File: config.mk
export PLATFORM = sky130hd
export DESIGN_NAME = flac_fixed_decoder
export DESIGN_NICKNAME = d
export VERILOG_FILES = /design/src/rtl/flac_pkg.sv /design/src/rtl/flac_fixed_decoder_bit_reader.sv /design/src/rtl/flac_fixed_decoder.sv
export SDC_FILE = /design/constraint.sdc
export NUM_CORES = 1
export LEC_CHECK = 0
export CORE_UTILIZATION = 31
export CTS_CLUSTER_DIAMETER = 80
export DETAILED_ROUTE_END_ITERATION = 7
export SYNTH_ARGS = -nofsm -noshare
export SYNTH_HDL_FRONTEND = slang
export SYNTH_SLANG_ARGS = --single-unit
File: constraint.sdc
create_clock -name iClock -period 7.71 [get_ports iClock]
set_clock_uncertainty 0.2 [all_clocks]
set_input_delay 0.771 -clock iClock [delete_from_list [all_inputs] [get_ports iClock]]
set_output_delay 0.771 -clock iClock [all_outputs]
set_load 0.005 [all_outputs]
File: src/rtl/flac_pkg.sv
// Shared definitions for the FLAC fixed-predictor decoder: FSM states,
// field widths and the zig-zag residual mapping.
package flac_pkg;

  localparam int RICE_PARAM_W = 4;
  localparam int SAMPLE_W     = 16;
  localparam int PRED_ORDER   = 2;

  typedef enum logic [2:0] {
    ST_IDLE,
    ST_PARAM,
    ST_WARMUP,
    ST_UNARY,
    ST_BINARY,
    ST_RECON,
    ST_DONE
  } decState_e;

  // Even codes map to non-negative residuals, odd codes to negative ones;
  // -((u+1)>>1) for odd u is the bitwise complement of u>>1.
  function automatic logic [31:0] zigzagDecode(input logic [31:0] u);
    return u[0] ? ~(u >> 1) : (u >> 1);
  endfunction

endpackage

File: src/rtl/flac_fixed_decoder_bit_reader.sv
// MSB-first bit reader over 16-bit words: one bit per consume, the word
// address advances as the last bit of a word is taken, without a stall.
module flac_bit_reader #(
  parameter int ADDR_W = 16
) (
  input  logic              iClock,
  input  logic              iReset,
  input  logic [ADDR_W-1:0] addressStart,
  input  logic [15:0]       word,
  input  logic              consume,
  output logic [ADDR_W-1:0] address,
  output logic              bitValue
);

  logic [3:0] pos;

  // NOTE: flops use non-blocking assignment so pos and address both update from pre-edge values.
  always_ff @(posedge iClock) begin
    if (iReset) begin
      address <= addressStart;
      pos     <= 4'd0;
    end else if (consume) begin
      pos <= pos + 4'd1;
      if (pos == 4'd15) begin
        address <= address + ADDR_W'(1);
      end
    end
  end

  assign bitValue = word[4'd15 - pos];

endmodule

File: src/rtl/flac_fixed_decoder.sv
// Streaming FLAC subframe decoder with order-2 fixed prediction.
// Define FLAC_DEC_ERR_CHECK_EN to add the sticky oError flag for runaway unary codes.
module flac_fixed_decoder
  import flac_pkg::*;
#(
  parameter int ADDR_W = 16
`ifdef FLAC_DEC_ERR_CHECK_EN
  ,
  parameter int MAX_Q  = 31
`endif
) (
  input  logic              iClock,
  input  logic              iReset,
  input  logic [15:0]       numSamples,
  input  logic [ADDR_W-1:0] iAddressStart,
  output logic [ADDR_W-1:0] iAddress,
  input  logic [15:0]       iMemory,
  input  logic [ADDR_W-1:0] oAddressStart,
  output logic [ADDR_W-1:0] oAddress,
  output logic [15:0]       oSample,
  output logic              oWrite,
  output logic              done
`ifdef FLAC_DEC_ERR_CHECK_EN
  ,
  output logic              oError
`endif
);

  decState_e state, nextState;

  logic                    consume;
  logic                    bitValue;
  logic [3:0]              bitCnt;
  logic [RICE_PARAM_W-1:0] kReg;
  logic [15:0]             numReg;
  logic [15:0]             remaining;
  logic [15:0]             qCnt;
  logic [14:0]             lsbs;
  logic [SAMPLE_W-2:0]     warmShift;
  logic                    warmIdx;
  logic                    warmWrite;
  logic                    warmLast;
  logic                    qOverflow;
  logic [SAMPLE_W-1:0]     warmSample;
  logic [SAMPLE_W-1:0]     s1, s2;
  logic [SAMPLE_W-1:0]     outSample;
  logic [SAMPLE_W-1:0]     reconSample;
  logic [31:0]             uValue;
  logic [18:0]             s1Ext, s2Ext, residual;

  flac_bit_reader #(.ADDR_W(ADDR_W)) u_reader (
    .iClock       (iClock),
    .iReset       (iReset),
    .addressStart (iAddressStart),
    .word         (iMemory),
    .consume      (consume),
    .address      (iAddress),
    .bitValue     (bitValue)
  );

  assign warmSample = {warmShift, bitValue};
  assign warmLast   = (bitCnt == 4'd15) && (warmIdx || (numReg == 16'd1));

  // Residual reconstruction; 19 bits hold 2*s1 - s2 + r before the 16-bit wrap.
  assign uValue      = ({16'd0, qCnt} << kReg) | {17'd0, lsbs};
  assign residual    = 19'(zigzagDecode(uValue));
  assign s1Ext       = {{3{s1[15]}}, s1};
  assign s2Ext       = {{3{s2[15]}}, s2};
  assign reconSample = 16'((s1Ext << 1) - s2Ext + residual);

`ifdef FLAC_DEC_ERR_CHECK_EN
  assign qOverflow = (qCnt == 16'(MAX_Q));
`else
  assign qOverflow = 1'b0;
`endif

  always_ff @(posedge iClock) begin
    if (iReset) state <= ST_IDLE;
    else        state <= nextState;
  end

  // NOTE: every combinational output is defaulted first so no latch is inferred.
  always_comb begin
    nextState = state;
    unique case (state)
      ST_IDLE:   nextState = (numReg == 16'd0) ? ST_DONE : ST_PARAM;
      ST_PARAM:  if (bitCnt == 4'd3) nextState = ST_WARMUP;
      ST_WARMUP: if (warmLast) nextState = (numReg <= 16'(PRED_ORDER)) ? ST_DONE : ST_UNARY;
      ST_UNARY: begin
        if (bitValue)       nextState = (kReg == '0) ? ST_RECON : ST_BINARY;
        else if (qOverflow) nextState = ST_DONE;
      end
      ST_BINARY: if (bitCnt == 4'(kReg - 4'd1)) nextState = ST_RECON;
      ST_RECON:  nextState = (remaining == 16'd1) ? ST_DONE : ST_UNARY;
      ST_DONE:   nextState = ST_DONE;
      default:   nextState = ST_IDLE;
    endcase
  end

  always_comb begin
    consume = (state == ST_PARAM) || (state == ST_WARMUP) ||
              (state == ST_UNARY) || (state == ST_BINARY);
    oWrite  = warmWrite || (state == ST_RECON);
    oSample = (state == ST_RECON) ? reconSample : outSample;
    // A warm-up write lands in the first DONE cycle, so done waits one more.
    done    = (state == ST_DONE) && !warmWrite;
  end

  always_ff @(posedge iClock) begin
    if (iReset) begin
      numReg    <= numSamples;
      bitCnt    <= 4'd0;
      kReg      <= '0;
      remaining <= 16'd0;
      qCnt      <= 16'd0;
      lsbs      <= 15'd0;
      warmShift <= '0;
      warmIdx   <= 1'b0;
      warmWrite <= 1'b0;
      s1        <= '0;
      s2        <= '0;
      outSample <= '0;
      oAddress  <= oAddressStart;
    end else begin
      bitCnt    <= (state != nextState) ? 4'd0 : bitCnt + 4'd1;
      warmWrite <= (state == ST_WARMUP) && (bitCnt == 4'd15);

      unique case (state)
        ST_IDLE:   remaining <= numReg - 16'(PRED_ORDER);
        ST_PARAM:  kReg <= {kReg[RICE_PARAM_W-2:0], bitValue};
        ST_WARMUP: begin
          warmShift <= {warmShift[SAMPLE_W-3:0], bitValue};
          if (bitCnt == 4'd15) warmIdx <= 1'b1;
        end
        ST_UNARY:  if (!bitValue) qCnt <= qCnt + 16'd1;
        ST_BINARY: lsbs <= {lsbs[13:0], bitValue};
        ST_RECON: begin
          qCnt      <= 16'd0;
          lsbs      <= 15'd0;
          remaining <= remaining - 16'd1;
        end
        default: ;
      endcase

      if ((state == ST_WARMUP) && (bitCnt == 4'd15)) begin
        outSample <= warmSample;
        s1        <= warmSample;
        s2        <= s1;
      end else if (state == ST_RECON) begin
        outSample <= reconSample;
        s1        <= reconSample;
        s2        <= s1;
      end

      if (oWrite) oAddress <= oAddress + ADDR_W'(1);
    end
  end

`ifdef FLAC_DEC_ERR_CHECK_EN
  always_ff @(posedge iClock) begin
    if (iReset) oError <= 1'b0;
    else if ((state == ST_UNARY) && !bitValue && qOverflow) oError <= 1'b1;
  end
`endif

endmodule

# After elaboration in Yosys (flattened, before gate mapping)
# Cells that the tools add are included.
# W data, S select, Z words.
[totals] reg_bits=175 in_bits=66 output_inout_bits=50 wordCells=96
[op_classes] addsub=11 magnitude_cmp=2 eq_ne=14 shifts=1 n_mux=27 bitwise=2 n_reduce_logical=23
[ops] op="$mux W16" n=13
[ops] op="$pmux W16 S2" n=2
[ops] op="$add A16 B1 Y16 const B" n=3
[ops] op="$eq A16 B1 Y1 const B" n=2
[ops] op="$pmux W15 S2" n=1
[ops] op="$mux W3" n=7
[ops] op="$pmux W3 S7" n=1
[ops] op="$or A17 B15 Y17" n=1
[ops] op="$shl A16 B4 Y17" n=1
[ops] op="$add A16 B16 Y16" n=1
[ops] op="$le A16 B2 Y1 const B" n=1
[ops] op="$logic_not A16 Y1" n=1
[ops] op="$not A16 Y16" n=1
[ops] op="$sub A16 B1 Y16 const B" n=1
[ops] op="$sub A16 B16 Y16" n=1
[ops] op="$sub A16 B2 Y16 const B" n=1
[ops] op="$reduce_bool A2 Y1" n=7
[ops] op="$eq A3 B3 Y1 const B" n=3
[ops] op="$add A4 B1 Y4 const B" n=2
[ops] op="$eq A4 B4 Y1 const B" n=2
[ops] op="$eq A3 B2 Y1 const B" n=2
[ops] op="$reduce_and A2 Y1" n=3
[ops] op="$logic_or A1 B1 Y1" n=5
[ops] op="$lt A4 B5 Y1 const B" n=1
[ops] op="other kinds (14)" n=17

# Longest topological paths before layout
# Gate-level depths: netlist of run 1.
[depth] depth_word=7 mapped_depth=19 depth_no_buf=17

# Hierarchy
# Synthesis of run 1 repeated with hierarchy kept, for this count alone.
[hier_totals] hier_cells=1194 hier_area_um2=10182.3
[modules_own_cells] mod="flac_fixed_decoder" instances=1 cells_per_inst=1066 area_per_inst_um2=8858.5 seq_area_each_um2=3423.3
[modules_own_cells] mod="flac_bit_reader" instances=1 cells_per_inst=128 area_per_inst_um2=1323.8 seq_area_each_um2=560.5

# Worst setup path before layout of run 1
# OpenSTA, ideal clock, no wires.
[synth_path] path_kind="reg-to-output" from="reg kReg[0]" to="out oSample[15]" arrival_time_ns=4.267 required_ns=6.739 path_slack_ns=2.472 path_stages_with_launch=19 n_path_buf=2 cell_sequence="dfxtp_1 > buf_2 > inv_1 > and3_1 > a21oi_1 > clkbuf_1 > xnor2_1 > fa_1 > inv_1 > ha_1 > inv_1 > fa_1 > nor2b_1 > o31a_1 > o2111ai_1 > a21boi_0 > a41oi_1 > xor2_1 > o21ai_0"
[synth_via] elab_chain_len=6
[synth_rtl] item="from (decl)" line_no="flac_fixed_decoder.sv:34" rtl="logic [RICE_PARAM_W-1:0] kReg;"
[synth_rtl] item="from (signal assigned)" line_no="flac_fixed_decoder.sv:130" rtl="ST_PARAM: kReg <= {kReg[RICE_PARAM_W-2:0], bitValue};"
[synth_rtl] item="$shl A16 B4 Y17 *" line_no="flac_fixed_decoder.sv:65" rtl="assign uValue = ({16'd0, qCnt} << kReg) | {17'd0, lsbs};"
[synth_rtl] item="$or A17 B15 Y17 *" line_no="flac_fixed_decoder.sv:65"
[synth_rtl] item="$not A16 Y16" line_no="flac_pkg.sv:22" rtl="return u[0] ? ~(u >> 1) : (u >> 1);"
[synth_rtl] item="$mux W16 *" line_no="flac_pkg.sv:22"
[synth_rtl] item="$add A16 B16 Y16 *" line_no="flac_fixed_decoder.sv:69" rtl="assign reconSample = 16'((s1Ext << 1) - s2Ext + residual);"
[synth_rtl] item="$mux W16 *"
[synth_rtl] item="to (decl)" line_no="flac_fixed_decoder.sv:20" rtl="output logic [15:0] oSample,"
# Mark *: on every way between the ends. The rest lies on a longest branch, timed or not.

# Worst setup path after layout of run 1
[layout_path] from="reg kReg[1]" to="out oSample[15]"
# Same word-level chain as after synthesis.

==> metrics.md, run 1 <==
| Metric | Value |
|---|---|
| Status | complete, no violations |
| Die X | around 180 um |
| 1st-iter DRT viols | between 500 and 600 |
| Hold_sp | s2[0] |
| CP max stage delay | approximately 1 ns |
| Top FF cell, synth | dfxtp_1 |
| Cell-internal power | 1.60 mW |
| Initial antenna violation count | 0 |
| Starting density of the core | 31.5% |
| Vias | around 8500 |
| Critical R2R Launch | kReg[1] |
| RSZ-0062 raised after global routing | no |
| Post-DP Area | approximately 11000 um2 |
| WL met3 | approximately 1000 um |
| Post-DP HPWL | roughly 17000 um |
| Drt drc | 0 |
| CP Capture Type | output port |
| Vias in the first global route | 8261 |
| IO Pins | around 120 |
| Antenna cell count | 0 |
| Final Hold Viols | 0 |
| Final min period | 6.77 ns |
| Post-synth cell types | 62 |
| Post-synthesis sequential area ratio | 40.1% |
| Worst reg2reg endpoint | outSample[13] |
| Worst-path clk slew | 0.07 ns |
| DR WL met2 | 11800 um |
| Synth Register Bits | 175 |
| CP required | between 6 and 7 ns |
| CTS buffer count | 17 |
| Clock Power Share | a little under 40% |
| Max Used Layer | met4 |
| Crit-path max FO | 22 |
| Adder-cell share of the synthesized area | 6.04% |
| Area leader, netlist | dfxtp_1 |
| CTS tree | yes |
| Wire length on met1 | about 12000 um |
| Hold_ws | 0.263 ns |
| Mux cell area share after synthesis | 5.23% |
| Largest family of logic cells by synthesized area | simple AND/OR/NAND/NOR gates |
| Final setup violation count | 0 |
| CP startpoint | kReg[1] |
| P_leak | 4.27 nW |
| Setup Buffers After CTS | 0 |
| Max Cap Viol | 0 |
| GRT Total Usage | between 10% and 20% |
| Fin Setup TNS | 0 ns |
| Post-Synth Simple-Gate Area | approximately a fifth |
| Syn. warnings | 0 |
| Commonest non-fill, non-tap cell in the layout | nand2_1 |
| Commonest cells after routing, fill and taps aside | nand2_1 (182), dfxtp_1 (127), clkdlybuf4s50_1 (114) |
| Die area | 32800 um2 |
| Dpl cells | ~1600 |
| Peak VDD IR | 123 uV |
| Final period util | roughly 88% |
| Final ANT Viol Nets | 0 |
| Setup CP Type | flip-flop to output port |
| Critical path arrival | between 5 and 6 ns |
| Rel. slew slack | approximately a quarter |
| Avg WL per Cell | around 15 um |
| CTS H-tree lvls | 4 |
| Total power | ~2.2 mW |
| Fin cells | between 1500 and 2000 |
| Flop-to-flop setup slack | 2.47 ns |
| Layout cell share with drive strength beyond 1 | 5.23% |
| First-pass GRT wire length | roughly 41000 um |
| Largest net degree at the start of global routing | between 90 and 100 |
| Row Count | 65 |
| Xor/xnor share of the synthesized area | under 10% |
| Core ar. | about 32000 um2 |
| Port Buf Inserts | 115 |
| Root Buffer | clkbuf_16 |
| Final Net Count | 1354 |
| Placer Congestion | ~0.87 |
| Design Area, Final | 12000 um2 |
| Power Density | about 180 nW/um2 |
| Worst Hold Class | flip-flop to flip-flop |
| Syn_area_per_cell | roughly 8.5 um2 |
| Clock latency on the worst-skew pair | 0.43 ns |
| Final wirelength | 24800 um |
| Area delta synth->final | 20.5% |
| Pre-CTS setup slack | about 1.5 ns |
| # resized after CTS | 0 |
| Crit path capture | oSample[15] |
| Max Freq | approximately 150 MHz |
| Switching share of total power | 27.5% |
| Startpoint class of the critical path | flip-flop |
| Synth Cell Area | roughly 10000 um2 |
| CP Cell Sequence | inv_1, and3_1, a21oi_2, buf_4, xnor2_1, fa_1, inv_1, ha_1, inv_1, fa_1, nor2b_1, o31a_1, o2111ai_1, a21boi_0, a41oi_1, xor2_1, o21ai_0, clkdlybuf4s50_1 |
| Top cell type's share of synthesized area | approximately 26% |
| Clock Path Buffers | 2 |
| Worst setup margin | ~0.94 ns |
| Final Max Tran Viols | 0 |
| Share of synthesized flip-flops with an asynchronous set or reset | 0% |
| Crit path top cell by count | inv_1 |
| Grt total ovfl | 0 |
| Synth Net Count | 1281 |
| Top post-synthesis cells by area | dfxtp_1 (26%), edfxtp_1 (14%), nand2_1 (6.9%), a21oi_1 (5.4%), xor2_1 (4.1%) |
| Gate power share | between 15 and 20% |
| Sink Count | around 180 |
| Worst Reg-to-Reg Cells | 17 |
| P_sw | approximately 600 uW |
| Die Ht | roughly 180 um |
| Power share of the sequential group | a little under half |
| Max stage delay cell, worst path | dfxtp_1 |
| Quantity of hold-fixing buffers added after cts | 0 |
| Worst slew pin tran | 1.14 ns |
| DR vias/cell | between 5 and 6 |
| Final Util | around 38% |
| EDFF count, synth | 48 |
| First-pass DRT Iterations | 5 |
| Compound-gate portion of the synthesized area | between 15 and 20% |
| Cells after Synth | ~1200 |
-- cells in the mapped netlist (19+ instances only) --
library cell and number:
inv_1 59, o21ai_0 61, nand3_1 24, nand4_1 19, xor2_1 47, a21oi_1 107, dfxtp_1 127, clkbuf_1 61
nand2_1 182, ha_1 24, xnor2_1 41, mux2i_1 34, edfxtp_1 48, nor2_1 108
-- flip-flops by register name, indices dropped and copies added (netlist names), 3 cells and up --
register          flops
outSample            16
u_reader.address     16
oAddress             16
lsbs                 15
bitCnt                4
numReg               16
kReg                  4
u_reader.pos          4
s2                   16
s1                   16
remaining            16
state                 3
warmShift            15
qCnt                 16
-- power groups by stage --
stage	registers, mW	logic [mW]	clock network, mW
after detailed placement	1.04	0.331	0
after global placement	1.04	0.330	0
after CTS	1.02	0.334	0.876
after global routing	1.03	0.370	0.908
final	1.02	0.334	0.852
after floorplan	1.03	0.227	0
-- final cells by class --
class / instances / area [um2]
Clock inverter: 11 / 91.3
Timing Repair Buffer: 125 / 1230
Fill cell: 3196 / 19600
Sequential cell: 175 / 3980
Clock buffer: 21 / 482
Inverter: 59 / 221
Multi-Input combinational cell: 871 / 5480
Tap cell: 402 / 503
-- worst min-delay path by stage --
stage	to	slack, ns	cells after the start
final	s2[0]	0.26	2
after global routing	s2[0]	0.28	2
after CTS	s2[0]	0.26	2
after detailed placement	s2[0]	0.25	2
after global placement	s2[14]	0.24	2
after floorplan	s2[14]	0.23	2
-- logic make-up after synthesis --
group	count (synthesis)
adder cells (fa/ha/maj)	39
buffers and inverters	130
XOR/XNOR	88
AND/OR/NAND/NOR	439
AO/OA/AOI/OAI	259
multiplexers	46
flip-flops	175
-- routing by layer --
layer | vias up | global-route usage (%)
met2 | 195 | 26.4
met4 | 0 | 3.59
met1 | 4029 | 19.7
met3 | 11 | 2.46
met5 | - | 0
li1 | 4248 | -
-- worst max-delay path: cells and delay by family (launching register included) --
family                     cells  cell delay (ns)
buffers and inverters          5             1.15
adders and majority gates      3             0.96
DFF                            1             0.99
xor gates and xnor gates       2             0.38
AOI/OAI and AO/OA              6             1.38
and+or+nand+nor                2             0.50
Power figures use the tool's default switching activity.
==> inputs of run 2 (changes only) <==
Settings changed: CAP_MARGIN set to 10.
==> results of run 2 <==
The final DEF is identical to that of run 1; final timing and power are the same.
==> inputs of run 3 (changes only) <==
Settings changed: ABC_AREA set to 1, GPL_ROUTABILITY_DRIVEN set to 0.
==> run 3 against run 2 <==
Die area rose by 4.9%; final area rose by 4.1%; sequential cell count did not move; via count rose by 16%; largest power group unchanged; global-route usage rose by 1.4 points; routed wire length rose by 14%; clock power rose by 2%; final cell count rose by 20%; combinational power rose by 46%; worst hold slack barely moved.
==> metrics.md, run 3 <==
| Metric | Value |
|---|---|
| Fin Setup TNS | 0 ns |
| Vias in the first global route | 9239 |
| Peak VDD IR | ~140 uV |
| Synth Net Count | 1568 |
| Starting density of the core | 31.8% |
| Avg WL per Cell | between 10 and 15 um |
| Worst Hold Class | flip-flop to flip-flop |
| CP Capture Type | output port |
| Area delta synth->final | 19.5% |
| Final wirelength | around 28000 um |
| Synth Cell Area | roughly 10000 um2 |
| Die area | ~34000 um2 |
| Worst setup margin | 1.71 ns |
| Post-DP Area | approximately 12000 um2 |
| CP required | approximately 6.7 ns |
| Final Max Tran Viols | 0 |
| Multi-input gate area | between 5000 and 6000 um2 |
| Post-synthesis sequential area ratio | 38.2% |
| Top cell type's share of synthesized area | 24.4% |
| Largest net degree at the start of global routing | between 60 and 70 |
| 1st-iter DRT viols | just under 800 |
| DR vias/cell | roughly 4.9 |
| Final Hold Viols | 0 |
| Top-count cell post-synth | nand2_1 |
| Status | complete, no violations |
| EDFF count, synth | 48 |
| Max Freq | around 170 MHz |
| Final setup violation count | 0 |
| Die X | 186 um |
| CTS buffer count | 17 |
| Row Count | 66 |
| Critical path arrival | 5.03 ns |
| Pre-CTS setup slack | approximately 2.3 ns |
| CP Cell Sequence | inv_2, nand2_1, nand2_1, inv_1, nand2_1, o21ai_0, nor2_1, a21oi_1, nand2_1, xor2_1, inv_1, fa_1, inv_1, ha_1, a21oi_1, o21ai_0, a21oi_1, nand2_1, a21oi_1, o21ai_0, nand2_1, clkdlybuf4s50_1 |
| Top post-synthesis cells by area | dfxtp_1 (24%), edfxtp_1 (14%), nand2_1 (14%), a21oi_1 (6.0%), inv_1 (5.7%) |
| Synth cell count leaders | nand2_1 (379), inv_1 (159), nor2_1 (144) |
| Setup CP Type | flip-flop to output port |
| Area leader, netlist | dfxtp_1 |
| Max stage delay cell, worst path | dfxtp_1 |
| Worst slew pin tran | ~0.88 ns |
| P_leak | between 5 and 6 nW |
| Top FF cell, synth | dfxtp_1 |
| Design Area, Final | approximately 12000 um2 |
| # resized after CTS | 0 |
| Quantity of hold-fixing buffers added after cts | 0 |
| Syn_area_per_cell | 7.14 um2 |
| Post-DP HPWL | ~21000 um |
| CTS tree | yes |
| Layout cell share with drive strength beyond 1 | under 10% |
| Drt drc | 0 |
| GRT Total Usage | 16.7% |
| Rel. slew slack | 41.6% |
| First-pass GRT wire length | between 40000 and 50000 um |
| Post-synth cell types | 48 |
| Delay-heaviest family, CP | compound AO/OA/AOI/OAI gates |
| Die Ht | 186 um |
| Core ar. | between 30000 and 40000 um2 |
| Worst-path clk slew | approximately 0.07 ns |
| Max Cap Viol | 0 |
| Initial antenna violation count | 0 |
| Final period util | about 80% |
| Fillers | roughly 3500 |
| Syn. warnings | 0 |
| Clock latency on the worst-skew pair | ~0.45 ns |
| Final min period | 6.00 ns |
| Root Buffer | clkbuf_16 |
| Crit-path max FO | 22 |
| Vias | about 9800 |
| First-pass DRT Iterations | 5 |
| Cells after Synth | around 1500 |
| Startpoint class of the critical path | flip-flop |
| IO Pins | around 120 |
| CP max stage delay | ~0.74 ns |
| CP bufs+invs | 5 |
| Sink Count | approximately 180 |
| Setup Buffers After CTS | 0 |
| CTS H-tree lvls | 4 |
| Clock Path Buffers | 2 |
| Crit path top cell by count | nand2_1 |
| Grt total ovfl | 0 |
| Final ANT Viol Nets | 0 |
| Synth Register Bits | about 180 |
| Antenna cell count | 0 |
| Commonest non-fill, non-tap cell in the layout | nand2_1 |
| Final Net Count | around 1600 |
| Commonest cells after routing, fill and taps aside | nand2_1 (379), inv_1 (158), nor2_1 (144) |
| Power Density | 190 nW/um2 |
| Share of synthesized flip-flops with an asynchronous set or reset | 0% |
| Port Buf Inserts | 115 |
| RSZ-0062 raised after global routing | no |
| Seq. cell area | approximately 4000 um2 |
==> run 3: cell count changes in the layout (fill, tap and decap cells not counted), moves of 9 or more <==
cell     change
a21oi_1     +19
and3_1      -13
inv_1       +99
inv_2       +11
mux2i_1     -34
nand2_1    +197
nand3_1     +45
nor2_1      +39
nor3b_1     -15
o21ai_0     +48
o21ai_1      +9
or3_1       -10
xnor2_1     -28
==> run 3: report_power, final <==
| part | internal, mW | total [mW] | leakage, nW | switching (mW) |
|---|---|---|---|---|
| combinational | 0.191 | 0.487 | 3.39 | 0.295 |
| sequential | 0.980 | 1.02 | 1.50 | 0.0412 |
| clock | 0.458 | 0.869 | 0.276 | 0.412 |
| total | 1.63 | 2.38 | 5.16 | 0.748 |
==> run 3: cell families (layout without fill, tap and decap cells) <==
group	after synthesis	in the layout	synth area share [%]
buffers and inverters	226	320	8.64
adder cells (fa/ha/maj)	39	39	5.75
XOR/XNOR	52	52	4.36
AO/OA/AOI/OAI	308	308	16.2
AND/OR/NAND/NOR	663	663	26.9
flip-flops	175	175	38.2
==> run 3: final cells by class <==
class                           count  area share [%]
Multi-Input combinational cell   1062            44.5
Sequential cell                   175            31.9
Timing Repair Buffer              119            9.44
Inverter                          169            5.08
Tap cell                          442            4.43
Clock buffer                       18            3.44
Clock inverter                     14            1.17
==> run 3: path summary, 6_finish.rpt <==
kind	start	end	slack (ns)	cells past startpoint
worst min register to register	warmIdx	warmIdx	0.26	2
worst max register to register	kReg[0]	outSample[14]	3.18	22
worst min-delay path	warmIdx	warmIdx	0.26	2
worst max-delay path	kReg[0]	oSample[11]	1.71	22
==> run 3: layer usage <==
layer	global-route usage (%)	share of wire, %
met1	23.0	49
met5	0	0
met4	4.96	1.3
met2	26.6	44
met3	2.66	5.5
==> run 3: stage by stage <==
| stage | utilization, % | cells | hold WS (ns) | total power [mW] |
|---|---|---|---|---|
| floorplan | - | 1463 | 0.236 | 1.37 |
| global placement | 36.2 | 1967 | 0.248 | 1.51 |
| detailed placement | 36.2 | 1967 | 0.252 | 1.52 |
| CTS | 38.0 | 1999 | 0.263 | 2.39 |
| global route | 38.0 | 1999 | 0.277 | 2.50 |
| finish | 38.0 | 1999 | 0.263 | 2.38 |
==> run 3: worst reg2reg max path, cell delays in order, from the launching register on <==
cell      delay, ns
dfxtp_1        0.74
inv_2          0.27
nand2_1        0.21
inv_1          0.05
o21ai_0        0.23
nor2_1         0.07
inv_1          0.10
nor2_1         0.04
a211oi_1       0.27
xor2_1         0.18
inv_1          0.07
fa_1           0.48
inv_1          0.04
ha_1           0.34
a21o_1         0.19
o21bai_1       0.19
a21oi_1        0.20
nand2_1        0.07
nand2_1        0.06
nand3_1        0.12
nand2_1        0.13
nand2_1        0.05
a21oi_1        0.15
